### config.mk
export PLATFORM = sky130hd
export DESIGN_NAME = spi_master
export DESIGN_NICKNAME = d
export VERILOG_FILES = /design/src/rtl/spi_pkg.sv /design/src/rtl/spi_clkdiv.sv /design/src/rtl/spi_master.sv
export SDC_FILE = /design/constraint.sdc
export NUM_CORES = 1
export LEC_CHECK = 0
export CORE_UTILIZATION = 35
export DETAILED_ROUTE_END_ITERATION = 12
export SKIP_CTS_REPAIR_TIMING = 1
export SLEW_MARGIN = 20
export SYNTH_ARGS = -nofsm -noshare
export SYNTH_HDL_FRONTEND = slang
export SYNTH_SLANG_ARGS = --single-unit
### constraint.sdc
create_clock -name s_clk_i -period 4.25 [get_ports s_clk_i]
set_clock_uncertainty 0.15 [all_clocks]
set_input_delay 0.425 -clock s_clk_i [delete_from_list [all_inputs] [get_ports s_clk_i]]
set_output_delay 0.425 -clock s_clk_i [all_outputs]
set_load 0.02 [all_outputs]
### src/rtl/spi_pkg.sv
// ============================================================================
//  Module      : spi_pkg
//  Description : Shared constants and FSM encoding for the SPI master.
//  Revision    : 1.0 - initial release
// ============================================================================
`default_nettype none

package spi_pkg;

    // Clock polarity/phase mode supported by the master (mode 0 only).
    localparam int unsigned SPI_MODE    = 0;
    // Bits per byte and SCLK toggles needed to move one byte.
    localparam int unsigned SPI_BITS    = 8;
    localparam int unsigned SPI_TOGGLES = 2 * SPI_BITS;
    localparam int unsigned SPI_TGL_W   = $clog2(SPI_TOGGLES);

    // Transfer state machine encoding.
    typedef enum logic [2:0] {
        ST_IDLE  = 3'd0,
        ST_SETUP = 3'd1,
        ST_SHIFT = 3'd2,
        ST_HOLD  = 3'd3,
        ST_WAIT  = 3'd4
    } state_e;

endpackage

`default_nettype wire

### src/rtl/spi_clkdiv.sv
// ============================================================================
//  Module      : spi_clkdiv
//  Description : Loadable half-period divider. Counts 0..div while enabled
//                and flags the terminal count, then wraps to zero.
//  Revision    : 1.0 - initial release
// ============================================================================
`default_nettype none

module spi_clkdiv #(
    parameter int DIV_W = 8
) (
    input  logic             clk_i,
    input  logic             rst_i,
    input  logic             load_i,
    input  logic             en_i,
    input  logic [DIV_W-1:0] div_i,
    output logic             tc_o
);

    logic [DIV_W-1:0] cnt_q, cnt_d;
    logic [DIV_W-1:0] div_q, div_d;

    // Terminal count: compare-equal, so div at full scale never overflows.
    assign tc_o = en_i && (cnt_q == div_q);

    // Next counter value: a load restarts the period, otherwise count and wrap.
    always_comb begin
        cnt_d = cnt_q;
        div_d = div_q;
        if (load_i) begin
            cnt_d = '0;
            div_d = div_i;
        end else if (en_i) begin
            cnt_d = tc_o ? '0 : cnt_q + 1'b1;
        end
    end

    // Counter and latched divider setting.
    always_ff @(posedge clk_i) begin
        if (rst_i) begin
            cnt_q <= '0;
            div_q <= '0;
        end else begin
            cnt_q <= cnt_d;
            div_q <= div_d;
        end
    end

endmodule

`default_nettype wire

### src/rtl/spi_master.sv
// ============================================================================
//  Module      : spi_master
//  Description : Byte-streaming SPI mode-0 master with one-hot active-low
//                chip selects and frame support (CS held between bytes).
//  Revision    : 1.0 - initial release
// ============================================================================
`default_nettype none

module spi_master
    import spi_pkg::*;
#(
    parameter int CS_W  = 1,
    parameter int IO_W  = 0,
    parameter int DIV_W = 8
) (
    input  logic             s_clk_i,
    input  logic             s_rst_i,
    input  logic [DIV_W-1:0] s_div_i,
    input  logic [IO_W:0]    s_io_cfg_i,
    input  logic             s_tx_valid_i,
    output logic             s_tx_ready_o,
    input  logic [7:0]       s_tx_data_i,
    input  logic [CS_W:0]    s_tx_cs_i,
    input  logic             s_tx_last_i,
    output logic             s_rx_valid_o,
    output logic [7:0]       s_rx_data_o,
    input  logic             s_spi_miso_i,
    output logic             s_busy_o,
    output logic             s_spi_clk_o,
    output logic             s_spi_dat_o,
    output logic [CS_W:0]    s_spi_cs_o,
    output logic [IO_W:0]    s_spi_io_o
);

    state_e                state_q, state_d;
    logic                  sclk_q, sclk_d;
    logic                  mosi_q, mosi_d;
    logic [CS_W:0]         cs_q, cs_d;
    logic [SPI_BITS-1:0]   tx_q, tx_d;
    logic [SPI_BITS-1:0]   rx_q, rx_d;
    logic [SPI_BITS-1:0]   rxdat_q, rxdat_d;
    logic                  rxv_q, rxv_d;
    logic                  last_q, last_d;
    logic [SPI_TGL_W-1:0]  tgl_q, tgl_d;

    logic                  accept;
    logic                  div_en;
    logic                  div_tc;

    assign s_tx_ready_o = (state_q == ST_IDLE) || (state_q == ST_WAIT);
    assign accept       = s_tx_valid_i && s_tx_ready_o;
    assign s_busy_o     = (state_q != ST_IDLE);
    assign s_spi_io_o   = s_io_cfg_i;
    assign s_spi_clk_o  = sclk_q;
    assign s_spi_dat_o  = mosi_q;
    assign s_spi_cs_o   = cs_q;
    assign s_rx_valid_o = rxv_q;
    assign s_rx_data_o  = rxdat_q;

    // The divider paces every timed state; any accept restarts its period.
    assign div_en = (state_q == ST_SETUP) || (state_q == ST_SHIFT) || (state_q == ST_HOLD);

    spi_clkdiv #(
        .DIV_W (DIV_W)
    ) u_clkdiv (
        .clk_i  (s_clk_i),
        .rst_i  (s_rst_i),
        .load_i (accept),
        .en_i   (div_en),
        .div_i  (s_div_i),
        .tc_o   (div_tc)
    );

    // Next-state and registered-output logic of the transfer FSM.
    always_comb begin
        state_d = state_q;
        sclk_d  = sclk_q;
        mosi_d  = mosi_q;
        cs_d    = cs_q;
        tx_d    = tx_q;
        rx_d    = rx_q;
        rxdat_d = rxdat_q;
        rxv_d   = 1'b0;
        last_d  = last_q;
        tgl_d   = tgl_q;
        unique case (state_q)
            ST_IDLE: begin
                if (accept) begin
                    tx_d    = s_tx_data_i;
                    last_d  = s_tx_last_i;
                    cs_d    = ~s_tx_cs_i;
                    mosi_d  = s_tx_data_i[SPI_BITS-1];
                    tgl_d   = '0;
                    state_d = ST_SETUP;
                end
            end
            ST_SETUP: begin
                if (div_tc) begin
                    state_d = ST_SHIFT;
                end
            end
            ST_SHIFT: begin
                if (div_tc) begin
                    sclk_d = ~sclk_q;
                    tgl_d  = tgl_q + 1'b1;
                    if (!sclk_q) begin
                        // Rising edge: capture MISO.
                        rx_d = {rx_q[SPI_BITS-2:0], s_spi_miso_i};
                    end else begin
                        // Falling edge: present the next MOSI bit.
                        tx_d   = {tx_q[SPI_BITS-2:0], 1'b0};
                        mosi_d = tx_q[SPI_BITS-2];
                        if (tgl_q == SPI_TGL_W'(SPI_TOGGLES - 1)) begin
                            rxv_d   = 1'b1;
                            rxdat_d = rx_q;
                            state_d = last_q ? ST_HOLD : ST_WAIT;
                        end
                    end
                end
            end
            ST_HOLD: begin
                if (div_tc) begin
                    cs_d    = '1;
                    mosi_d  = 1'b0;
                    state_d = ST_IDLE;
                end
            end
            ST_WAIT: begin
                // Next byte of the frame: CS stays as latched on the first byte.
                if (accept) begin
                    tx_d    = s_tx_data_i;
                    last_d  = s_tx_last_i;
                    mosi_d  = s_tx_data_i[SPI_BITS-1];
                    tgl_d   = '0;
                    state_d = ST_SHIFT;
                end
            end
            default: begin
                state_d = ST_IDLE;
            end
        endcase
    end

    // State and output registers.
    always_ff @(posedge s_clk_i) begin
        if (s_rst_i) begin
            state_q <= ST_IDLE;
            sclk_q  <= 1'b0;
            mosi_q  <= 1'b0;
            cs_q    <= '1;
            tx_q    <= '0;
            rx_q    <= '0;
            rxdat_q <= '0;
            rxv_q   <= 1'b0;
            last_q  <= 1'b0;
            tgl_q   <= '0;
        end else begin
            state_q <= state_d;
            sclk_q  <= sclk_d;
            mosi_q  <= mosi_d;
            cs_q    <= cs_d;
            tx_q    <= tx_d;
            rx_q    <= rx_d;
            rxdat_q <= rxdat_d;
            rxv_q   <= rxv_d;
            last_q  <= last_d;
            tgl_q   <= tgl_d;
        end
    end

endmodule

`default_nettype wire

==> results.toml, run 1 <==
[die]
io_pins = 40
initial_core_util_pct = 37.2
fp.dieArea_sq_um = 7240
rows = 29
core-area_sq_um = 6490
vertical_extent_of_the_die_um = 85.1
die_w_um = 85.1

[pwr]
p_int_mw = 0.941
cellLeakagePower_nw = 1.02
powerDensity_nw_per_um2 = 526
power_frac_clock_pct = 18.9
seqPwrFrac_pct = 41.9
design_power_total_mw = 1.54
p_switching_mw = 0.604
comb_power_share_pct = 39.3
peakVddDrop_v = 0.000175
switching_share_pct = 39.1

[cts]
cts_buffers = 5
cts_tree = "built"
cts_root_buf = "sky130_fd_sc_hd__clkbuf_8"
clk_transition_reported_paths_ns = 0.10
h-tree-depth = 2
clk-insertion-delay-late_ns = 0.30
clock_tree.buffer_depth = 2
cts.sinks = 52

[logic_synthesis]
synth.yosys.seq_area_share_pct = 43.1
synthCells = 261
syn-cell-area_sq_um = 2410
synth.lib_cells_used.distinct = 41
yosysWarnings = 0
yosys_most_used_dff = "sky130_fd_sc_hd__dfxtp_1"
synth.avg_cell_area_sq_um = 9.25
yosys_register_bits = 52
mappedNetlistNets = 287
async_s_r_ff_share_synth_pct = 0
synth_enable_flop_cells = 0

[min_path]
min_from = "tx_q[0]"
hold_path_class = "flop to flop"

[finish]
area_growth_syn_to_layout_pct = 21.7
final_cell_mix = "52 x sky130_fd_sc_hd__dfxtp_1, 38 x sky130_fd_sc_hd__nor2_1, 37 x sky130_fd_sc_hd__clkdlybuf4s50_1"
layout_commonest_cell = "sky130_fd_sc_hd__dfxtp_1"
final_layout_size_suffix_gt1_share_pct = 7.80
antenna_cells = 0
nNetsFinal = 320

[global_route]
first_pass_grt_wire_length_um = 8160
all_layer_global_routing_usage_pct = 14.2
antenna_found_initial = 0
grt_start_max_net_pins = 27
globalRoute.totalOverflow = 0
grt_pass1_vias = 1750

[worst_setup_path]
critical_path_peak_fanout = 21
crit_path_end_kind = "primary output"
worst_ep_arrival_time_ns = 2.14
startpoint = "state_q[0]"
timing.setup.critical_path_class = "flop to primary output"
timing.rr.start = "state_q[1]"
critical_path.startpoint_type = "flop"
cp_data_required_time_ns = 3.67

[sta]
max_freq_ghz = 0.368
timing.final.setup_violations = 0
maxSlewHeadroom_pct = 45.7
post-route-min-period_ns = 2.71
grt_setup_unrepaired = "no"
finalHoldViolCount = 0
timing_worst_slew_pin_value_ns = 0.811
layout_worst_path_cycle_share_pct = 63.9
final.setup.tns_ns = 0
final_max_slew_violation_count = 0

[drt]
detail_route.wl_per_cell_um = 13.0
vias_per_cell = 4.96
drt_drc_violations_left = 0
drtAntennaViolNets = 0
via_count = 1844
detail_route.iter0.violations = 47
drt_first_pass_iters = 4
finalWirelength_um = 4850

[placement]
total_of_buffers_placed_on_input_and_output_ports = 37
place_congestion = 0.752
post-dp-hpwl_um = 3490

[run_status]
status = "finished, final reports clean"

[flow_run]
max-cap-violations = 0
## state kept, by name (all words and copies together) (netlist names)
name and cells:
s_rx_valid_o 1, last_q 1, s_spi_cs_o 2, s_rx_data_o 8, rx_q 8, tgl_q 4
u_clkdiv.div_q 8, u_clkdiv.cnt_q 8, s_spi_dat_o 1, s_spi_clk_o 1, tx_q 7, state_q 3
## kinds of logic (layout without fill, tap and decap cells)
group	after synthesis	after routing	share of synthesized area (%)
xor+xnor	19	19	9.07
flops	52	52	43.1
mux	23	23	9.53
fa+ha+maj	2	2	1.04
compound gates	34	34	8.65
buf+inv	14	48	2.38
simple gates	117	117	26.2
## stage by stage
step	utilization, %	cell area, sq um	setup slack, ns	instances	hold WS [ns]
floorplan	-	2410	2.35	261	0.294
global placement	43.8	2840	1.76	364	0.313
detailed placement	43.8	2840	1.74	364	0.314
CTS	45.3	2940	1.54	372	0.328
global route	45.3	2940	1.41	372	0.361
finish	45.3	2940	1.54	372	0.325
## routing by layer
layer / global-route usage, % / up-vias / share of wire, %
met5: 0 / - / 0
met1: 19.3 / 840 / 51
met2: 22.3 / 32 / 44
li1: - / 968 / -
met3: 2.92 / 4 / 3.7
met4: 5.08 / 0 / 1.3
## cells in the mapped netlist (2+ instances only)
cell / number / area (sq um)
sky130_fd_sc_hd__nor2_1: 38 / 143
sky130_fd_sc_hd__and2_1: 2 / 12.5
sky130_fd_sc_hd__xnor2_1: 3 / 26.3
sky130_fd_sc_hd__nor3_1: 8 / 40.0
sky130_fd_sc_hd__and4_1: 2 / 17.5
sky130_fd_sc_hd__a21oi_1: 17 / 85.1
sky130_fd_sc_hd__nor4_4: 2 / 42.5
sky130_fd_sc_hd__o21ai_1: 2 / 10.0
sky130_fd_sc_hd__mux2i_1: 23 / 230
sky130_fd_sc_hd__nand2_1: 25 / 93.8
sky130_fd_sc_hd__dfxtp_1: 52 / 1040
sky130_fd_sc_hd__nand2b_1: 10 / 62.6
sky130_fd_sc_hd__clkbuf_1: 11 / 41.3
sky130_fd_sc_hd__xnor2_2: 7 / 114
sky130_fd_sc_hd__nor4_1: 2 / 12.5
sky130_fd_sc_hd__nand3_1: 5 / 25.0
sky130_fd_sc_hd__a311o_1: 2 / 20.0
sky130_fd_sc_hd__ha_1: 2 / 25.0
sky130_fd_sc_hd__o21ai_0: 5 / 25.0
sky130_fd_sc_hd__nand4_1: 7 / 43.8
sky130_fd_sc_hd__nand4_4: 2 / 42.5
sky130_fd_sc_hd__or3_1: 6 / 37.5
sky130_fd_sc_hd__and3_1: 2 / 12.5
sky130_fd_sc_hd__xor2_1: 9 / 78.8
## worst paths after layout
check              endpoint  slack (ns)  cells after the start
min                 tx_q[0]        0.33                      2
min reg2reg         tx_q[0]        0.33                      2
max            s_tx_ready_o        1.54                      3
max reg2reg  s_rx_data_o[2]        1.91                      5
## worst max-delay path, stage by stage, from the launching register on
cell and delay, ns:
sky130_fd_sc_hd__dfxtp_1 0.52, sky130_fd_sc_hd__nor2_1 0.48, sky130_fd_sc_hd__buf_4 0.23, sky130_fd_sc_hd__clkdlybuf4s50_1 0.60
## power groups by stage
stage / logic [mW] / registers (mW) / clock network [mW]
floorplan: 0.467 / 0.627 / 0
global placement: 0.611 / 0.659 / 0
detailed placement: 0.611 / 0.659 / 0
CTS: 0.614 / 0.647 / 0.304
global route: 0.673 / 0.662 / 0.323
finish: 0.607 / 0.647 / 0.292
## final cells by class
class	count	area, sq um
inverters	1	3.75
well taps	77	96.3
repair buffers	39	385
flip-flops and latches	52	1040
clock buffers	5	68.8
fillers	660	3560
clock inverters	3	27.5
multi-input cells	195	1320
Power figures use the tool's default switching activity.
==> run 2: changes to the inputs <==
==> constraint.sdc (replaced) <==
create_clock -name s_clk_i -period 2.3 [get_ports s_clk_i]
set_clock_uncertainty 0.15 [all_clocks]
set_input_delay 0.23 -clock s_clk_i [delete_from_list [all_inputs] [get_ports s_clk_i]]
set_output_delay 0.23 -clock s_clk_i [all_outputs]
set_load 0.02 [all_outputs]
==> run 2 against run 1 <==
Total power is 92% higher. Die area stayed put. Clock power increased by 84%. Non-clock buffer count up 12. Flip-flop and latch count is the same. Worst setup slack got worse by 1.3 ns. Combinational power up 110%. Worst hold slack worse by 0.015 ns. Final cell count increased by 3.2%. Largest power group is now combinational cells.
==> results.toml, run 2 (synthesis results as in run 1) <==
[run_status]
status = "finished, final reports clean"

[finish]
post_layout_nonfiller_instances = 384
post-route-util_pct = 46.6
area_growth_syn_to_layout_pct = 25.3
final_cell_mix = "52 x sky130_fd_sc_hd__dfxtp_1, 38 x sky130_fd_sc_hd__nor2_1, 37 x sky130_fd_sc_hd__clkdlybuf4s50_1"
final_layout_size_suffix_gt1_share_pct = 11.4
finalInstanceArea_sq_um = 3030
antenna_cells = 0
nNetsFinal = 332
layout_commonest_cell = "sky130_fd_sc_hd__dfxtp_1"

[global_route]
antenna_found_initial = 0
first_pass_grt_wire_length_um = 8370
grt_pass1_vias = 1778
all_layer_global_routing_usage_pct = 14.4
grt_start_max_net_pins = 26
grt.met1_usage_pct = 20.0
busiest_layer = "met2"
globalRoute.totalOverflow = 0
global_route.usage.met3_pct = 3.11
grt_use_met2_pct = 22.1

[drt]
drt_drc_violations_left = 0
drt_first_pass_iters = 5
detail_route.wl_per_cell_um = 12.9
detail_route.iter0.violations = 52
vias_per_cell = 4.98
via_count = 1911
drtAntennaViolNets = 0
finalWirelength_um = 4970

[cts]
cts_root_buf = "sky130_fd_sc_hd__clkbuf_8"
clock_tree.buffer_depth = 2
cts_tree = "built"
cts_buffers = 5
clk-insertion-delay-late_ns = 0.30
cts.sinks = 52
h-tree-depth = 2
clk_transition_reported_paths_ns = 0.10

[sta]
finalHoldViolCount = 0
final_max_slew_violation_count = 0
layout_worst_path_cycle_share_pct = 89.5
final.setup.tns_ns = 0
finalWorstSetupSlack_ns = 0.241
maxSlewHeadroom_pct = 55.3
timing_worst_slew_pin_value_ns = 0.669
grt_setup_unrepaired = "no"
max_freq_ghz = 0.486
post-route-min-period_ns = 2.06
timing.final.setup_violations = 0

[die]
initial_core_util_pct = 37.2
die_w_um = 85.1
rows = 29
io_pins = 40
vertical_extent_of_the_die_um = 85.1
core-area_sq_um = 6490
fp.dieArea_sq_um = 7240

[pwr]
powerDensity_nw_per_um2 = 978
cellLeakagePower_nw = 1.08
peakVddDrop_v = 0.000343

[worst_setup_path]
critical_path_peak_fanout = 15
critical_path.top_delay_family = "buffers and inverters"
crit_path_top_delay_cell = "sky130_fd_sc_hd__clkdlybuf4s50_1"
depth_of_the_most_critical_reg_to_reg_path = 6
crit_path_end_kind = "primary output"
timing.rr.start = "u_clkdiv.cnt_q[1]"
timing.setup.critical_path_class = "flop to primary output"
worst_ep_arrival_time_ns = 1.68
cp_data_required_time_ns = 1.92
setup.reg_to_reg.worst_slack_ns = 0.39
worst_r2r_end = "s_rx_data_o[3]"
critical_path_cell_count = 3
setup.worst_path.end = "s_tx_ready_o"
cell_by_cell_trace_of_the_critical_path = "buf_4 -> nor2_1 -> clkdlybuf4s50_1"
crit_buf_inv = 2
critical_path.startpoint_type = "flop"
critical-path-max-stage-delay_ns = 0.65
startpoint = "state_q[1]"

[placement]
total_of_buffers_placed_on_input_and_output_ports = 37
place_congestion = 0.812
post-dp-hpwl_um = 3570
place_worst_setup_slack_ns = 0.247
placedCellCount = 376
standard_cell_area_after_detailed_placement_sq_um = 2930

[flow_run]
max-cap-violations = 0

[min_path]
hold_path_class = "input pin to primary output"
-- run 2: how the worst min path moves through the flow --
stage,startpoint,to,slack [ns],cells past startpoint
final,s_io_cfg_i,s_spi_io_o,0.31,0
after global routing,s_io_cfg_i,s_spi_io_o,0.31,0
after CTS,s_tx_last_i,last_q,0.31,3
after detailed placement,tx_q[0],tx_q[0],0.31,2
after global placement,s_spi_dat_o,s_spi_dat_o,0.31,2
after floorplan,s_div_i[7],u_clkdiv.div_q[7],0.22,2
-- run 2: area by class of cell --
| class | count | area, sq um |
|---|---|---|
| Clock buffer | 5 | 68.8 |
| Clock inverter | 3 | 25.0 |
| Fill cell | 629 | 3470 |
| Inverter | 1 | 3.75 |
| Multi-Input combinational cell | 195 | 1320 |
| Sequential cell | 52 | 1040 |
| Tap cell | 77 | 96.3 |
| Timing Repair Buffer | 51 | 475 |
-- run 2: stage by stage --
stage	hold slack [ns]	power, mW
detailed placement	0.309	2.45
finish	0.310	2.96
global placement	0.309	2.45
CTS	0.307	3.00
global route	0.310	3.16
floorplan	0.216	2.02
-- run 2: power breakdown --
part / leakage [nW] / internal (mW) / switching, mW
registers: 0.422 / 1.03 / 0.106
logic: 0.615 / 0.566 / 0.724
clock network: 0.0452 / 0.222 / 0.315
total: 1.08 / 1.81 / 1.14
-- run 2: layer usage --
layer / share of wire [%] / vias to the layer above
li1: - / 991
met1: 50 / 876
met2: 44 / 42
met3: 4.7 / 2
met4: 0.93 / 0
met5: 0 / -
